**config.mk**
```make
export PLATFORM = sky130hd
export DESIGN_NAME = mem_port_arbiter
export DESIGN_NICKNAME = d
export VERILOG_FILES = /design/src/rtl/mem_port_arbiter.sv
export SDC_FILE = /design/constraint.sdc
export NUM_CORES = 1
export LEC_CHECK = 0
export BUFFER_PORTS_ARGS = -buffer_cell sky130_fd_sc_hd__buf_2
export CAP_MARGIN = 40
export CORE_AREA = 2 2 105 107
export DETAILED_ROUTE_END_ITERATION = 8
export DIE_AREA = 0 0 107 109
export PLACE_DENSITY = 0.64
export SLEW_MARGIN = 10
export SYNTH_ARGS = -nofsm -noshare
export SYNTH_HDL_FRONTEND = slang
export SYNTH_SLANG_ARGS = --single-unit
```
**constraint.sdc**
```tcl
create_clock -name i_clk -period 2.3 [get_ports i_clk]
set_input_delay 0.115 -clock i_clk [delete_from_list [all_inputs] [get_ports i_clk]]
set_output_delay 0.115 -clock i_clk [all_outputs]
set_load 0.1 [all_outputs]
```
**src/rtl/mem_port_arbiter.sv**
```systemverilog
// mem_port_arbiter: shares one backing-memory port between the icache and the
// dcache. It grants the port to one master at a time and holds the grant while
// that master keeps requesting. It counts reads in flight and routes each read
// response to the current (or draining) owner.
// Optional build macro: MEM_ARB_RR_EN selects round-robin arbitration in IDLE.
// When the macro is undefined, the dcache has fixed priority.
module mem_port_arbiter #(
    parameter int unsigned MAX_OUTSTANDING = 4
) (
    input  logic        i_clk,
    input  logic        i_rst,
    input  logic [31:0] i_ic_addr,
    input  logic        i_ic_ren,
    output logic        o_ic_ready,
    output logic [31:0] o_ic_rdata,
    output logic        o_ic_valid,
    input  logic [31:0] i_dc_addr,
    input  logic        i_dc_ren,
    input  logic        i_dc_wen,
    input  logic [31:0] i_dc_wdata,
    output logic        o_dc_ready,
    output logic [31:0] o_dc_rdata,
    output logic        o_dc_valid,
    output logic [31:0] o_mem_addr,
    output logic        o_mem_ren,
    output logic        o_mem_wen,
    output logic [31:0] o_mem_wdata,
    input  logic        i_mem_ready,
    input  logic [31:0] i_mem_rdata,
    input  logic        i_mem_valid,
    output logic [1:0]  o_owner,
    output logic        o_err
);

    localparam int unsigned CNT_W = $clog2(MAX_OUTSTANDING + 1);
    localparam logic [CNT_W-1:0] CNT_MAX = CNT_W'(MAX_OUTSTANDING);

    localparam logic [1:0] ST_IDLE  = 2'd0;
    localparam logic [1:0] ST_OWN_I = 2'd1;
    localparam logic [1:0] ST_OWN_D = 2'd2;
    localparam logic [1:0] ST_DRAIN = 2'd3;

    localparam logic [1:0] OWN_NONE = 2'b00;
    localparam logic [1:0] OWN_IC   = 2'b01;
    localparam logic [1:0] OWN_DC   = 2'b10;

    logic [1:0]       state_q, state_d;
    logic [1:0]       owner_q, owner_d;
    logic [CNT_W-1:0] cnt_q, cnt_d;
    logic             err_q;

    logic ic_req, dc_req;
    logic own_i, own_d;
    logic owner_req, is_write, rd_room;
    logic rd_accept, rsp_ok;
    logic prio_dc, grant_dc;

    assign ic_req = i_ic_ren;
    assign dc_req = i_dc_ren | i_dc_wen;

    assign own_i = (state_q == ST_OWN_I);
    assign own_d = (state_q == ST_OWN_D);

    // The owner's request is only meaningful in an OWN state.
    // A dcache ren+wen pair is treated as a write.
    assign owner_req = (own_i & ic_req) | (own_d & dc_req);
    assign is_write  = own_d & i_dc_wen;
    assign rd_room   = (cnt_q < CNT_MAX);

    assign o_mem_ren = owner_req & ~is_write & rd_room;
    assign o_mem_wen = is_write;

    assign o_ic_ready = own_i & ic_req & i_mem_ready & rd_room;
    assign o_dc_ready = own_d & dc_req & i_mem_ready & (i_dc_wen | rd_room);

    assign rd_accept = o_mem_ren & i_mem_ready;

    // A response with nothing outstanding is dropped and flagged as an error.
    assign rsp_ok = i_mem_valid & (cnt_q != '0);

    assign o_ic_valid = rsp_ok & (owner_q == OWN_IC);
    assign o_dc_valid = rsp_ok & (owner_q == OWN_DC);
    assign o_ic_rdata = i_mem_rdata;
    assign o_dc_rdata = i_mem_rdata;

    assign o_owner = owner_q;
    assign o_err   = err_q;

    // Address and write data come from the owner and are zero outside OWN states.
    always_comb begin
        o_mem_addr  = '0;
        o_mem_wdata = '0;
        if (own_i) begin
            o_mem_addr = i_ic_addr;
        end else if (own_d) begin
            o_mem_addr  = i_dc_addr;
            o_mem_wdata = i_dc_wdata;
        end
    end

`ifdef MEM_ARB_RR_EN
    logic last_dc_q;

    assign prio_dc = ~last_dc_q;

    // Remember who won the last IDLE arbitration; reset value means icache.
    always_ff @(posedge i_clk or posedge i_rst) begin
        if (i_rst) begin
            last_dc_q <= 1'b0;
        end else if ((state_q == ST_IDLE) && (ic_req | dc_req)) begin
            last_dc_q <= grant_dc;
        end
    end
`else
    assign prio_dc = 1'b1;
`endif

    assign grant_dc = dc_req & (~ic_req | prio_dc);

    // Outstanding-read counter: an accept and a response in the same cycle cancel out.
    always_comb begin
        cnt_d = cnt_q;
        if (rd_accept && !rsp_ok) begin
            cnt_d = cnt_q + 1'b1;
        end else if (!rd_accept && rsp_ok) begin
            cnt_d = cnt_q - 1'b1;
        end
    end

    // Grant and release sequencing; the owner tag stays set through DRAIN so responses route correctly.
    always_comb begin
        state_d = state_q;
        owner_d = owner_q;
        case (state_q)
            ST_IDLE: begin
                if (grant_dc) begin
                    state_d = ST_OWN_D;
                    owner_d = OWN_DC;
                end else if (ic_req) begin
                    state_d = ST_OWN_I;
                    owner_d = OWN_IC;
                end
            end
            ST_OWN_I, ST_OWN_D: begin
                if (!owner_req) begin
                    if ((cnt_q == '0) && !rd_accept) begin
                        state_d = ST_IDLE;
                        owner_d = OWN_NONE;
                    end else begin
                        state_d = ST_DRAIN;
                    end
                end
            end
            ST_DRAIN: begin
                if (cnt_d == '0) begin
                    state_d = ST_IDLE;
                    owner_d = OWN_NONE;
                end
            end
            default: begin
                state_d = ST_IDLE;
                owner_d = OWN_NONE;
            end
        endcase
    end

    // State, owner tag and counter registers.
    always_ff @(posedge i_clk or posedge i_rst) begin
        if (i_rst) begin
            state_q <= ST_IDLE;
            owner_q <= OWN_NONE;
            cnt_q   <= '0;
        end else begin
            state_q <= state_d;
            owner_q <= owner_d;
            cnt_q   <= cnt_d;
        end
    end

    // Sticky protocol error: set by a response when nothing is outstanding.
    always_ff @(posedge i_clk or posedge i_rst) begin
        if (i_rst) begin
            err_q <= 1'b0;
        end else if (i_mem_valid && (cnt_q == '0)) begin
            err_q <= 1'b1;
        end
    end

endmodule

```
==> impl_results.md <==
- Initial antenna violation count: 0
- Pre-antenna DRT Iters: 4
- Vias: 1,865
- WP data required: 2.41 ns
- Element type at the critical path start: flip-flop
- Share of flip-flops with an asynchronous set or reset: 1.00
- Worst-case clock buffer depth: 2
- Nets: 476
- Largest net degree at the start of global routing: 65
- Residual DRC count: 0
- DIE WIDTH: 107 um
- Ys flop type: dfrtp_1
- Remaining global-route overflow: 0
- 1st-iter DRT viols: 86
- Die Span Y: 109 um
- Buffers on Ports: 175
- Tmin final: 2.22 ns
- Pre-CTS setup slack: 0.0156 ns
- First-pass GRT wire length: 9090 um
- Hold Path Class: input pin to output port
- Yosys warning count: 0
- Status: finished clean
- Number of flops mapped to enable cells by yosys: 0
- Final Max Slew Viols: 0
- Clock sink total: 8
- Num CTS Buffers: 3
- Total GRT Usage: 0.0997
- Final hold violation count: 0
- Final Worst Setup Slack: 0.0770 ns
- Crit path DAT: 2.34 ns
- Root Buffer: clkbuf_8
- Crit path capture type: flip-flop
- #FFs+latches synth: 8
- Number of global-route vias before repair: 1,759
- Mapped cell area: 1730 um^2
- Worst-Margin Slew: 0.492 ns
- Post-Synthesis Cells: 216
- Netlist cell types: 36
- Final WL: 6850 um
- Core area: 10,600 um^2
- Area delta synth->final: 73.7%
- Layout cells sized above 1: 0.722
- Initial Utilization: 0.163
- Routed Antenna Nets: 0
- H-Tree Depth: 1
- N_diodes: 0
- Reg clk slew, reported paths: 0.04 ns
- GPL Wtd Cong: 0.863
- CTS tree: done
- Total of max-cap violations: 0
- Max frequency: 450 MHz
- Syn Area/Cell: 8.01 um^2
- Area of the die: 11,700 um^2
- Fin crit share: 0.967
- Routed wire length per instance: 14.6 um
- # IOs: 272
- Max-slew headroom: 0.674
- Critical Setup Path Class: flip-flop to flip-flop
- Final setup violation count: 0
- Register area share after synthesis: 0.116
- Skew-Pair Late Insertion Delay: 0.23 ns
- Dpl hpwl: 5490 um
- Largest fanout on the critical path: 5
- Row cnt: 38
- Clock Skews: 0.00315 ns
- Via/cell ratio: 3.96
- Post-synth net total: 359
[registers in the layout, summed over array words and instances, names as in the netlist]
register and flops:
o_err 1, o_owner 2, state_q 2, cnt_q 3
[cells in the mapped netlist (all sizes together) (2+ instances only)]
cell type / instances / area [um^2]
o21ai: 3 / 15.0
clkbuf: 7 / 26.3
nor2: 7 / 26.3
ha: 8 / 100
a22o: 32 / 280
nor3: 3 / 15.0
inv: 8 / 30.0
nor3b: 2 / 15.0
buf: 69 / 510
mux2i: 2 / 20.0
mux2: 3 / 33.8
and2: 33 / 206
a21oi: 2 / 13.8
nand2b: 2 / 17.5
dfrtp: 8 / 200
nand2: 9 / 33.8
nor2b: 2 / 12.5
[kinds of logic after synthesis]
kind of cell | after synthesis | share of synthesized area
XOR/XNOR | 1 | 0.00506
AO/OA/AOI/OAI | 48 | 0.257
buffers and inverters | 84 | 0.328
flip-flops | 8 | 0.116
AND/OR/NAND/NOR | 62 | 0.206
multiplexers | 5 | 0.0311
adder cells (fa/ha/maj) | 8 | 0.0578
[cell type report]
class | instances | area (um^2)
multi-input combinational | 124 | 1060
fill | 1121 | 7600
timing repair buffer | 188 | 1490
sequential | 8 | 201
tap | 140 | 175
clock buffer | 3 | 41.3
inverter | 8 | 30.0
[cells in the final DEF (no fill, tap or decap), types with 7 or more instances in the layout]
master	instances
a22o_2	28
and2_1	32
buf_12	24
buf_2	109
buf_4	40
buf_6	14
dfrtp_1	7
nand2_1	9
nor2_1	7
[critical path: stages (launching register included)]
cell,delay (ns)
dfrtp_2,0.43
ha_4,0.18
and2_2,0.24
o311a_4,0.34
nor4_4,0.22
o211ai_2,0.15
a21oi_2,0.20
mux2_1,0.33
[routing by layer]
metal / GRT usage / vias to the layer above / wire length [um]
met4: 0.0380 / 0 / 123
met1: 0.128 / 842 / 2800
li1: - / 909 / -
met3: 0.0377 / 20 / 736
met2: 0.152 / 94 / 3190
met5: 0 / - / 0
[per-stage QoR]
step | cells | hold slack, ns | setup TNS, ns | utilization | instance area [um^2]
floorplan | 216 | -0.0693 | -0.140 | - | 1810
global placement | 465 | 0.0815 | 0 | 0.260 | 2760
detailed placement | 465 | 0.0876 | 0 | 0.260 | 2760
CTS | 469 | 0.231 | 0 | 0.275 | 2920
global route | 471 | 0.230 | -0.122 | 0.283 | 3010
finish | 471 | 0.230 | 0 | 0.283 | 3010
[what timing repair did]
| item | in CTS | in global routing |
|---|---|---|
| buffers inserted | 0 | 2 |
| endpoints found under the setup margin | 43 | 45 |
| pin swaps | 0 | 4 |
| resized for setup | 43 | 21 |
| hold endpoints to repair | 8 | 0 |
| hold buffers | 1 | 0 |
[worst paths after layout]
| path | depth (start not counted) | end | slack (ns) | start |
|---|---|---|---|---|
| worst max-delay path | 7 | o_owner[1] | 0.08 | state_q[1] |
| worst min-delay path | 0 | o_ic_rdata[22] | 0.23 | i_mem_rdata[22] |
| worst max register to register | 7 | o_owner[1] | 0.08 | state_q[1] |
| worst min register to register | 1 | o_err | 0.46 | o_err |
| max in group asynchronous | 3 | state_q[1] | 1.67 | i_rst |
| min in group asynchronous | 3 | o_owner[0] | 0.37 | i_rst |
Power is not shown: default switching activity piles up to over one toggle a cycle in this logic, so the estimate is an artifact.
